==> config.mk <==
export PLATFORM = sky130hd
export DESIGN_NAME = usb_link_arbiter
export DESIGN_NICKNAME = d
export VERILOG_FILES = /design/src/rtl/usb_link_arbiter.sv
export SDC_FILE = /design/constraint.sdc
export NUM_CORES = 1
export LEC_CHECK = 0
export ABC_AREA = 1
export CORE_MARGIN = 2
export CORE_UTILIZATION = 37
export CTS_BUF_LIST = sky130_fd_sc_hd__clkbuf_2
export DETAILED_ROUTE_END_ITERATION = 7
export GPL_TIMING_DRIVEN = 0
export PLACE_DENSITY_LB_ADDON = 0.25
export SLEW_MARGIN = 20
export SYNTH_ARGS = -nofsm -noshare
export SYNTH_HDL_FRONTEND = slang
export SYNTH_SLANG_ARGS = --single-unit
==> constraint.sdc <==
create_clock -name clk -period 1.9 [get_ports clk]
set_input_delay 0.38 -clock clk [delete_from_list [all_inputs] [get_ports clk]]
set_output_delay 0.38 -clock clk [all_outputs]
set_load 0.05 [all_outputs]
==> src/rtl/usb_link_arbiter.sv <==
// usb_link_arbiter
// Half-duplex ownership controller for the shared USB D+/D- line.
// It hands the line to either the receive path or the transmit engine.
// It inserts turnaround gaps between packets and watches the reply window
// after a transmit that expects an answer.
//
// TX handshake: the TX engine raises tx_req and holds it high. The engine may
// drive data only while tx_grant is high. The transfer ends when tx_done
// pulses for one cycle. Dropping tx_req while granted and without tx_done
// aborts the transfer. tx_grant never rises in the cycle right after
// tx_req; it rises two cycles later, after the driver-settle cycle.
module usb_link_arbiter #(
  parameter int IPD_CYCLES     = 8,
  parameter int TIMEOUT_CYCLES = 200,
  parameter int CNT_W          = 8
) (
  input  logic clk,
  input  logic Reset,
  input  logic rx_active,
  input  logic rx_frame_complete,
  input  logic rx_error,
  input  logic tx_req,
  input  logic tx_done,
  input  logic expect_reply,
  output logic oe,
  output logic tx_grant,
  output logic rx_enable,
  output logic bus_busy,
  output logic timeout
);

  typedef enum logic [2:0] {
    S_IDLE       = 3'd0,
    S_RX_BUSY    = 3'd1,
    S_RX_GAP     = 3'd2,
    S_TX_ARM     = 3'd3,
    S_TX_ACTIVE  = 3'd4,
    S_TX_GAP     = 3'd5,
    S_WAIT_REPLY = 3'd6
  } state_t;

  // The counter is loaded with length-1 so that the last cycle of a window
  // is the one where it reads zero.
  localparam logic [CNT_W-1:0] IPD_LOAD = CNT_W'(IPD_CYCLES - 1);
  localparam logic [CNT_W-1:0] TO_LOAD  = CNT_W'(TIMEOUT_CYCLES - 1);

  state_t           state;
  logic [CNT_W-1:0] cnt;
  logic             reply_pend;
  logic             cnt_zero;

  assign cnt_zero = (cnt == '0);

  // State, shared gap/reply counter, pending-reply flag and timeout pulse.
  always_ff @(posedge clk or posedge Reset) begin
    if (Reset) begin
      state      <= S_IDLE;
      cnt        <= '0;
      reply_pend <= 1'b0;
      timeout    <= 1'b0;
    end else begin
      timeout <= 1'b0;
      case (state)
        S_IDLE: begin
          // Receive wins a same-cycle collision: the line is already busy.
          if (rx_active) begin
            state <= S_RX_BUSY;
          end else if (tx_req) begin
            state <= S_TX_ARM;
          end
        end
        S_RX_BUSY: begin
          if (rx_frame_complete || rx_error) begin
            state <= S_RX_GAP;
            cnt   <= IPD_LOAD;
          end
        end
        S_RX_GAP: begin
          // A back-to-back packet abandons the remaining gap.
          if (rx_active) begin
            state <= S_RX_BUSY;
          end else if (cnt_zero) begin
            state <= S_IDLE;
          end else begin
            cnt <= cnt - 1'b1;
          end
        end
        S_TX_ARM: begin
          state <= S_TX_ACTIVE;
        end
        S_TX_ACTIVE: begin
          // tx_done takes precedence over a simultaneous drop of tx_req.
          if (tx_done) begin
            state      <= S_TX_GAP;
            cnt        <= IPD_LOAD;
            reply_pend <= expect_reply;
          end else if (!tx_req) begin
            state      <= S_TX_GAP;
            cnt        <= IPD_LOAD;
            reply_pend <= 1'b0;
          end
        end
        S_TX_GAP: begin
          if (cnt_zero) begin
            reply_pend <= 1'b0;
            if (reply_pend) begin
              state <= S_WAIT_REPLY;
              cnt   <= TO_LOAD;
            end else begin
              state <= S_IDLE;
            end
          end else begin
            cnt <= cnt - 1'b1;
          end
        end
        S_WAIT_REPLY: begin
          // A reply starting in the final window cycle still counts.
          if (rx_active) begin
            state <= S_RX_BUSY;
          end else if (cnt_zero) begin
            state   <= S_IDLE;
            timeout <= 1'b1;
          end else begin
            cnt <= cnt - 1'b1;
          end
        end
        default: begin
          state      <= S_IDLE;
          cnt        <= '0;
          reply_pend <= 1'b0;
        end
      endcase
    end
  end

  // PHY and TX controls are decoded from the state register alone.
  always_comb begin
    oe        = 1'b0;
    tx_grant  = 1'b0;
    rx_enable = 1'b0;
    bus_busy  = 1'b1;
    case (state)
      S_IDLE: begin
        rx_enable = 1'b1;
        bus_busy  = 1'b0;
      end
      S_RX_BUSY, S_RX_GAP, S_WAIT_REPLY: begin
        rx_enable = 1'b1;
      end
      S_TX_ARM: begin
        oe = 1'b1;
      end
      S_TX_ACTIVE: begin
        oe       = 1'b1;
        tx_grant = 1'b1;
      end
      S_TX_GAP: begin
        // Line turnaround: neither side listens nor drives.
      end
      default: begin
        rx_enable = 1'b1;
        bus_busy  = 1'b0;
      end
    endcase
  end

endmodule

==> results of run 1 <==
[metrics by stage]
step / instances / total power, mW / cell area [sq um] / setup WS (ps)
2_1_floorplan: 153 / 1.467 / 954.7 / 40.47
3_3_place_gp: 195 / 1.753 / 1112 / -179.6
3_5_place_dp: 195 / 1.772 / 1112 / -189.1
4_1_cts: 199 / 1.897 / 1121 / 11.42
5_1_grt: 201 / 2.115 / 1137 / -17.88
6_report: 201 / 1.914 / 1137 / 88.59
[final cells by class]
class	count	area, sq um
fillers	275	1318
multi-input cells	117	541.8
flip-flops and latches	13	327.8
repair buffers	14	120.1
inverters	22	82.58
well taps	30	37.54
clock buffers	3	15.01
plain buffers	1	7.507
clock inverters	1	5.005
[metal layers]
| layer | up-vias | global-route usage [%] | part of all wire, % |
|---|---|---|---|
| li1 | 520 | - | - |
| met1 | 431 | 21.10 | 48 |
| met2 | 21 | 26.59 | 47 |
| met3 | 2 | 2.732 | 4.6 |
| met4 | 0 | 7.500 | 0.47 |
| met5 | - | 0 | 0 |
[flip-flops by register name (all words and copies together), names as in the netlist]
| signal | flops |
|---|---|
| cnt | 8 |
| reply_pend | 1 |
| state | 3 |
| timeout | 1 |
[how the worst max path moves through the flow]
| stage | start | to | slack, ps | depth (start not counted) |
|---|---|---|---|---|
| finish | state[2] | rx_enable | 90 | 6 |
| global route | state[2] | rx_enable | -20 | 6 |
| CTS | state[0] | bus_busy | 10 | 4 |
| detailed placement | state[0] | oe | -190 | 4 |
| global placement | state[0] | oe | -180 | 4 |
| floorplan | state[1] | rx_enable | 40 | 4 |
[repair_timing]
action                                  in CTS  in global routing
setup buffers                                0                  2
resized for setup                           20                  5
endpoints found under the setup margin       4                  3
[cell families after synthesis]
| family | after synthesis | share of synthesized area (%) |
|---|---|---|
| xor+xnor | 1 | 0.9200 |
| simple gates | 98 | 44.68 |
| compound gates | 17 | 9.462 |
| buf+inv | 23 | 9.461 |
| flops | 13 | 34.17 |
| fa+ha+maj | 1 | 1.314 |
[synthesized netlist by cell type]
| master | instances | area [sq um] |
|---|---|---|
| nand2_2 | 3 | 18.77 |
| nand3_1 | 17 | 85.08 |
| inv_2 | 4 | 15.01 |
| a21oi_1 | 3 | 15.01 |
| nand4_1 | 2 | 12.51 |
| nor2_1 | 19 | 71.32 |
| o21bai_1 | 1 | 7.510 |
| nor2_2 | 3 | 18.77 |
| inv_1 | 18 | 67.56 |
| buf_4 | 1 | 7.510 |
| nor4_1 | 1 | 6.260 |
| o21ai_1 | 6 | 30.03 |
| xor2_1 | 1 | 8.760 |
| o211ai_1 | 1 | 7.510 |
| nand2_1 | 51 | 191.4 |
| dfrtp_1 | 13 | 325.3 |
| o21ai_0 | 6 | 30.03 |
| nor2_4 | 1 | 11.26 |
| ha_1 | 1 | 12.51 |
| nand3_2 | 1 | 10.01 |
[worst max-delay path, delay by kind of cell, from the launching register on]
family	cells	cell delay (ps)
buffers and inverters	3	480
DFF	1	390
and+or+nand+nor	3	280
[power breakdown]
part           leakage (nW)  internal, mW  switching (mW)
clock network        0.0164        0.0476          0.0962
registers             0.169         0.373          0.0921
logic                 0.421         0.426           0.879
total                 0.606         0.847            1.07
==> metrics.md, run 1 <==
| Metric | Value |
|---|---|
| CTS Buf Count | 3 |
| Critical path, cell by cell | buf_4 -> inv_1 -> nand3_1 -> nand2_2 -> nor2_2 -> clkbuf_4 |
| Initial antenna violation count | 0 |
| Final Hold Slack | approximately 410 ps |
| Via-to-Cell Ratio | about 4.8 |
| R2R setup slack | 170 ps |
| R2r startpoint | cnt[0] |
| Max-Cap Viols | 0 |
| CP Launch Type | flip-flop |
| I/O pin cnt | 13 |
| Power Density | 1683 nW/um^2 |
| Final TNS setup | 0 ps |
| Global Route Usage Sum | between 10% and 20% |
| Global-route wire length before repair | 3.505 mm |
| Final core occ | 46.33% |
| Setup violators final | 0 |
| Cells after Synth | 153 |
| Clk root buf | clkbuf_2 |
| Die Wd | around 55 um |
| CP max stage delay | roughly 390 ps |
| Syn Area/Cell | 6.223 sq um |
| CTS H-tree depth | 1 |
| Max clock buf depth | 2 |
| CP Capture Type | output pin |
| Maximum number of pins on one net before global-route repair | 14 |
| Period utilisation layout | 95.34% |
| Actual slew at the worst max-slew pin | 516.7 ps |
| Status | finished, final reports clean |
| Fmax | 552.1 MHz |
| Worst EP required | 1520 ps |
| Worst slew margin | 65.52% |
| Drt drc | 0 |
| Detail Route Antenna Nets | 0 |
| N_diodes | 0 |
| Skew-Pair Late Insertion Delay | 270 ps |
| Routed via count | approximately 1000 |
| Most common cell after layout, fill and taps aside | nand2_1 |
| Hold Path Class | primary input to async pin |
| DIE HEIGHT | about 55 um |
| Worst vdd ir | 1.052 mV |
| Layout Nets | 181 |
| Layout cells sized above 1 | 15.79% |
| Syn_nets | 162 |
| Iteration-0 DRC count of the detailed router | 16 |
| Clk sink count | 13 |
| Grt ovf | 0 |
| Worst R2R Path Depth | 9 |
| Synthesis-to-layout area growth | 19.45% |
| Most frequent cells in the layout | nand2_1 (50), inv_1 (18), nor2_1 (18) |
| Row Count | 18 |
| GP Congestion | approximately 0.9 |
| CTS tree | yes |
| Initial core utilization | roughly two fifths |
| DIE AREA | about 3000 sq um |
| Tmin final | around 1800 ps |
| Sequential fraction of the synthesis area | 34.17% |
| Synth Cell Area | 952.2 sq um |
| Final wirelength | 2.124 mm |
| Ys Warns | 0 |
| Capture point of the worst reg-to-reg path | reply_pend |
| Slew Viols, Final | 0 |
| Critical Path AT | roughly 1400 ps |
| Per-cell routed wire length | around 11 um |
| Core area | 2455 sq um |
| Synthesis-stage register bit count | 13 |
| P_leak | 0.6063 nW |
| Detail Placement HPWL | 1.645 mm |
| Pre-Repair DR Iteration Count | 4 |
| Hold Vio Cnt, Final | 0 |
| Port Buf Inserts | 12 |
| Clock skew | 7.192 ps |
| Post-cts hold buffer count | 0 |
| CP max-delay cell | dfrtp_1 |
| Vias in the first global route | 831 |
| Post-synth cell types | 20 |
| Kind of critical path | flip-flop to output pin |
| Crit-path max FO | 9 |
| Clock transition at path regs | ~140 ps |
Power figures use the tool's default switching activity.
==> inputs of run 2 (changes only) <==
--- a/config.mk
+++ b/config.mk
@@ -5,7 +5,7 @@
 export SDC_FILE = /design/constraint.sdc
 export NUM_CORES = 1
 export LEC_CHECK = 0
-export ABC_AREA = 1
+export CORE_ASPECT_RATIO = 0.6
 export CORE_MARGIN = 2
 export CORE_UTILIZATION = 37
 export CTS_BUF_LIST = sky130_fd_sc_hd__clkbuf_2
==> run 2 against run 1 <==
The run now ends with setup timing left; sequential power is 19% higher; critical path depth is 1 higher; combinational power is 74% higher; cell count is 16% lower; die area is 2.0% lower; hold slack better by 5.3 ps; area after synthesis is 2.6% lower; global-route usage is 5.5 points higher; count of clock-buffer cells in the layout is 1 higher; critical path type is now flip-flop to flip-flop; highest routed layer unchanged.
==> metrics.md, run 2 <==
| Metric | Value |
|---|---|
| Status | finished, violations left |
| Violated checks | setup timing |
| Max clock buf depth | 2 |
| Per-cell routed wire length | 18.93 um |
| Power Density | 2121 nW/um^2 |
| Largest Register | cnt |
| Finished Cell Area | roughly 1400 sq um |
| Routed via count | 1008 |
| Ranking of synthesized cells by area | dfrtp_1 (35%), nand2_1 (4.9%), inv_1 (2.8%) |
| Multiplexer area fraction after synthesis | 2.294% |
| Synthesis-to-layout area growth | 51.01% |
| Main combinational cell family by area after synthesis | compound AO/OA/AOI/OAI gates |
| Grt ovf | 0 |
| Async SR Flop Fraction | 100.0% |
| Post-synthesis simple-gate area fraction | 25.24% |
| Hold Vio Cnt, Final | 0 |
| Synth Area in Compound Gates | 28.74% |
| Worst vdd ir | ~1.3 mV |
| Initial antenna violation count | 0 |
| Final wirelength | 3.199 mm |
| Post-synth cell types | 42 |
| Placed cell areas | 1089 sq um |
| Post-synth top flop | dfrtp_1 |
| I/O pin cnt | 13 |
| Global Route Usage Sum | 21.88% |
| Actual slew at the worst max-slew pin | 535.4 ps |
| CTS Buf Count | 3 |
| DIE AREA | 2935 sq um |
| Kind of critical path | flip-flop to flip-flop |
| Tmin final | around 2100 ps |
| CP max-delay cell | or4_4 |
| Row Count | 13 |
| Most common cell after layout, fill and taps aside | buf_4 |
| P_leak | 0.6176 nW |
| Clk sink count | 13 |
| Global-route wire length before repair | ~4.6 mm |
| Pre-Repair DR Iteration Count | 4 |
| Synth top area share | 35.09% |
| Capture point of the worst reg-to-reg path | state[2] |
| Layout Nets | about 150 |
| Detail Route Antenna Nets | 0 |
| Crit-path max FO | 7 |
| Syn_nets | 117 |
| Critical path, cell by cell | or4_4 -> or3_1 -> buf_6 -> o21ai_4 -> o311a_4 -> buf_4 -> a31oi_4 |
| Adder-cell share of the synthesized area | between 1 and 1.5% |
| Final Hold Slack | about 420 ps |
| Xor/xnor share of the synthesized area | 0% |
| Synth Cell Area | 927.1 sq um |
| Total power | 2.969 mW |
| Core area | 2261 sq um |
| DIE HEIGHT | approximately 43 um |
| Vias in the first global route | 884 |
| Most frequent cells in the layout | buf_4 (14), nand2_1 (11), dfrtp_1 (9) |
| Hold Path Class | primary input to async pin |
| Sequential fraction of the synthesis area | 35.09% |
| Count leader, synth | dfrtp_1 |
| N_diodes | 0 |
| Yosys top cell by area | dfrtp_1 |
| RSZ-0062 raised after global routing | true |
| Clock skew | 1.312 ps |
| Synthesis-stage register bit count | 13 |
| Detail Placement HPWL | 1.844 mm |
| CP Launch Type | flip-flop |
| Port Buf Inserts | 12 |
| Largest registers | cnt: 8 flops, state: 3 flops |
| CTS tree | yes |
| R2R setup slack | -200 ps |
| Place WS | -565.1 ps |
| Via-to-Cell Ratio | just under 6 |
| Max-Cap Viols | 0 |
| GP Congestion | 0.8455 |
| Max reg flops | 8 |
| CP Capture Type | flip-flop |
| Fmax | around 480 MHz |
| Worst EP required | 2080 ps |
| Worst slew margin | between 60% and 70% |
| Layout cells sized above 1 | 38.13% |
| Final worst slack | -201.0 ps |
| Critical Path AT | 2280 ps |
| Syn Area/Cell | 8.585 sq um |
| Drt drc | 0 |
| CTS H-tree depth | 1 |
| Cells after Synth | 108 |
| Post-cts hold buffer count | 0 |
| Post-synth EDFFs | 0 |
| Ys Warns | 0 |
| Iteration-0 DRC count of the detailed router | between 100 and 150 |
| Clk root buf | clkbuf_2 |
| Period utilisation layout | 110.6% |
| Final core occ | 61.93% |
| Synth top cells by count | dfrtp_1 (13), nand2_1 (12), inv_1 (7) |
| Slew Viols, Final | 0 |
| Setup violators final | 14 |
| Maximum number of pins on one net before global-route repair | 14 |
| R2r startpoint | cnt[4] |
| Skew-Pair Late Insertion Delay | 280 ps |
| Initial core utilization | 41.01% |
| Worst R2R Path Depth | 7 |
| CP max stage delay | 530 ps |
| Die Wd | 68.63 um |
| Clock transition at path regs | between 100 and 150 ps |
==> run 2: cell count changes after synthesis, moves of 4 or more <==
| cell | before | now |
|---|---|---|
| inv_1 | 18 | 7 |
| inv_2 | 4 | 0 |
| nand2_1 | 51 | 12 |
| clkbuf_1 | 0 | 4 |
| a31oi_1 | 0 | 4 |
| nor2_1 | 19 | 5 |
| nand3_1 | 17 | 3 |
==> run 2: layout make-up <==
cell class | count | area [sq um]
Tap cell | 30 | 37.54
Sequential cell | 13 | 330.3
Inverter | 7 | 26.28
Buffer | 5 | 58.81
Timing Repair Buffer | 28 | 269.0
Clock buffer | 4 | 20.02
Multi-Input combinational cell | 82 | 658.1
Fill cell | 186 | 860.8
==> run 2: cells by family (layout without fill, tap and decap cells) <==
| logic type | after synthesis | after routing |
|---|---|---|
| AND/OR/NAND/NOR | 42 | 42 |
| multiplexers | 2 | 2 |
| AO/OA/AOI/OAI | 36 | 37 |
| buffers and inverters | 14 | 44 |
| adder cells (fa/ha/maj) | 1 | 1 |
| flip-flops | 13 | 13 |
==> run 2: worst max path at each step <==
stage / start / end / slack [ps] / cells past startpoint
global route: cnt[6] / state[0] / -210 / 6
floorplan: cnt[3] / cnt[5] / -140 / 7
detailed placement: state[2] / rx_enable / -570 / 4
CTS: cnt[3] / state[0] / -190 / 6
finish: cnt[4] / state[2] / -200 / 7
global placement: state[2] / rx_enable / -560 / 4
==> run 2: worst max-delay path, delay by kind of cell (launching register included) <==
kind / cells / cell delay, ps
and+or+nand+nor: 2 / 880
AOI/OAI and AO/OA: 3 / 380
DFF: 1 / 440
buffers and inverters: 2 / 290
==> run 2: per-layer routing <==
metal / GRT usage, % / wire, um / vias up
met5: 0 / 0 / -
met4: 8.400 / 93 / 0
met3: 8.223 / 302 / 10
met2: 28.85 / 1364 / 55
met1: 31.54 / 1440 / 476
li1: - / - / 467
==> run 2: timing repair <==
action / in CTS / in global routing
gates resized for setup: 49 / 21
buffers inserted: 10 / 6
gates cloned: 0 / 1
endpoints found under the setup margin: 17 / 17
pin swaps: 7 / 11
==> run 2: power by group <==
part / internal, mW / leakage [nW] / total (mW) / switching, mW
clock network: 0.0558 / 0.0166 / 0.155 / 0.0997
logic: 1.07 / 0.440 / 2.26 / 1.19
registers: 0.401 / 0.161 / 0.554 / 0.153
==> run 2: through the flow <==
| step | cells | TNS [ps] |
|---|---|---|
| 2_1_floorplan | 108 | -1069 |
| 3_3_place_gp | 150 | -4730 |
| 3_5_place_dp | 150 | -5076 |
| 4_1_cts | 162 | -1429 |
| 5_1_grt | 169 | -1975 |
| 6_report | 169 | -1321 |
==> inputs of run 3 (changes only) <==
--- a/config.mk
+++ b/config.mk
@@ -10,7 +10,6 @@
 export CORE_UTILIZATION = 37
 export CTS_BUF_LIST = sky130_fd_sc_hd__clkbuf_2
 export DETAILED_ROUTE_END_ITERATION = 7
-export GPL_TIMING_DRIVEN = 0
 export PLACE_DENSITY_LB_ADDON = 0.25
 export SLEW_MARGIN = 20
 export SYNTH_ARGS = -nofsm -noshare
==> run 3 against run 2 <==
The flow still finishes with violations (setup timing); cell count is 5.9% higher; critical path depth is 2 lower; cell area is 8.0% higher; hold slack worse by 28 ps; via count is 5.5% higher; die area stayed put; largest cell class unchanged.
==> metrics.md, run 3 (synthesis results as in run 2) <==
| Metric | Value |
|---|---|
| Detail Route Antenna Nets | 0 |
| P_leak | 0.6930 nW |
| Largest Register | cnt |
| Status | finished, violations left |
| Routed via count | around 1100 |
| Total power | between 3 and 4 mW |
| Row Count | 13 |
| Actual slew at the worst max-slew pin | 529.2 ps |
| DIE HEIGHT | 42.78 um |
| Post-cts hold buffer count | 0 |
| CTS H-tree depth | 1 |
| Critical Path AT | 1620 ps |
| Global-route wire length before repair | roughly 5 mm |
| Core area | 2261 sq um |
| Skew-Pair Late Insertion Delay | between 300 and 400 ps |
| Initial core utilization | a little over 40% |
| Final core occ | 66.91% |
| Clock transition at path regs | 150 ps |
| Largest registers | cnt: 8 flops, state: 3 flops |
| GRT met1 Usage | 32.31% |
| Cell family with most CP delay | flip-flops |
| Die Wd | between 60 and 70 um |
| Final worst slack | -98.94 ps |
| Slew Viols, Final | 0 |
| Fmax | 500.3 MHz |
| Hold Vio Cnt, Final | 0 |
| Initial antenna violation count | 0 |
| CP Launch Type | flip-flop |
| CP max-delay cell | dfrtp_2 |
| Worst vdd ir | between 1 and 1.5 mV |
| Most frequent cells in the layout | buf_4 (22), dfrtp_1 (12), buf_6 (10) |
| Period utilisation layout | 105.2% |
| Worst Path Buf+Inv | 3 |
| Drt drc | 0 |
| Vias in the first global route | 1011 |
| Per-cell routed wire length | between 15 and 20 um |
| Most common cell after layout, fill and taps aside | buf_4 |
| Layout cells sized above 1 | 46.31% |
| Grt met3 use | 7.692% |
| N_diodes | 0 |
| Max-Cap Viols | 0 |
| Max reg flops | 8 |
| GRT busiest layer | met2 |
| RSZ-0062 raised after global routing | true |
| Grt ovf | 0 |
| CP dominant cell by count | buf_6 |
| Global Route Usage Sum | about a quarter |
| Setup violators final | 13 |
| Clk root buf | clkbuf_2 |
| Detail Placement HPWL | 2.032 mm |
| Grt met2 use | 32.88% |
| Via-to-Cell Ratio | 5.939 |
| Kind of critical path | flip-flop to output pin |
| Placed cell areas | 1220 sq um |
| Final wirelength | between 3 and 4 mm |
| Critical path, cell by cell | buf_6 -> or3b_4 -> buf_6 -> o21ai_4 -> buf_12 |
| Maximum number of pins on one net before global-route repair | 14 |
| Finished Cell Area | around 1500 sq um |
| Hold Path Class | primary input to async pin |
| Violated checks | setup timing |
| CP max stage delay | around 460 ps |
| GP Congestion | 0.7992 |
| Port Buf Inserts | 12 |
| Final TNS setup | -682.5 ps |
| Crit-path max FO | 3 |
| Synthesis-to-layout area growth | 63.16% |
| Tmin final | around 2000 ps |
| Worst slew margin | 64.68% |
| CTS tree | yes |
| I/O pin cnt | 13 |
| Layout Nets | approximately 160 |
| Clock skew | around 13 ps |
| CP Capture Type | output pin |
| Power Density | between 2000 and 2500 nW/um^2 |
| Iteration-0 DRC count of the detailed router | 121 |
| Clk sink count | 13 |
| DIE AREA | slightly below 3000 sq um |
| Max clock buf depth | 2 |
| Pre-Repair DR Iteration Count | 4 |
| CTS Buf Count | 3 |
| Worst EP required | 1520 ps |
-- run 3: layout make-up --
cell class / count / area [sq um]
inverter: 7 / 26.28
fill: 174 / 748.2
timing repair buffer: 44 / 432.9
tap: 30 / 37.54
sequential: 13 / 326.6
clock buffer: 4 / 20.02
multi-input combinational: 81 / 669.4
-- run 3: final timing paths --
path,start,end,slack (ps),cells past startpoint
min in group clk,cnt[6],cnt[6],520,2
max reg2reg,cnt[6],cnt[3],-80,5
min reg2reg,cnt[6],cnt[6],520,2
max,state[0],oe,-100,5
max in group asynchronous,Reset,state[0],1140,2
min,Reset,cnt[5],390,2
-- run 3: report_power, final --
| part | total, mW | internal, mW | switching [mW] |
|---|---|---|---|
| Sequential | 0.503 | 0.394 | 0.108 |
| Clock | 0.162 | 0.0557 | 0.106 |
| Combinational | 2.53 | 1.25 | 1.28 |
| Total | 3.19 | 1.70 | 1.49 |
-- run 3: per-stage QoR --
step                hold WS (ps)  instances  setup slack (ps)
floorplan                  257.0        108            -140.5
global placement           490.5        164            -238.8
detailed placement         493.3        164            -300.4
CTS                        418.5        178            -65.24
global route               456.7        179            -131.8
finish                     389.0        179            -98.94
-- run 3: timing repair --
action / in CTS / in global routing
endpoints found under the setup margin: 16 / 16
pin swaps: 6 / 5
resized for setup: 23 / 23
buffers inserted: 10 / 1
-- run 3: layer usage --
| layer | up-vias | share of wire, % |
|---|---|---|
| met1 | 511 | 45 |
| met5 | - | 0 |
| met3 | 17 | 7.5 |
| met2 | 52 | 44 |
| li1 | 483 | - |
| met4 | 0 | 3.8 |
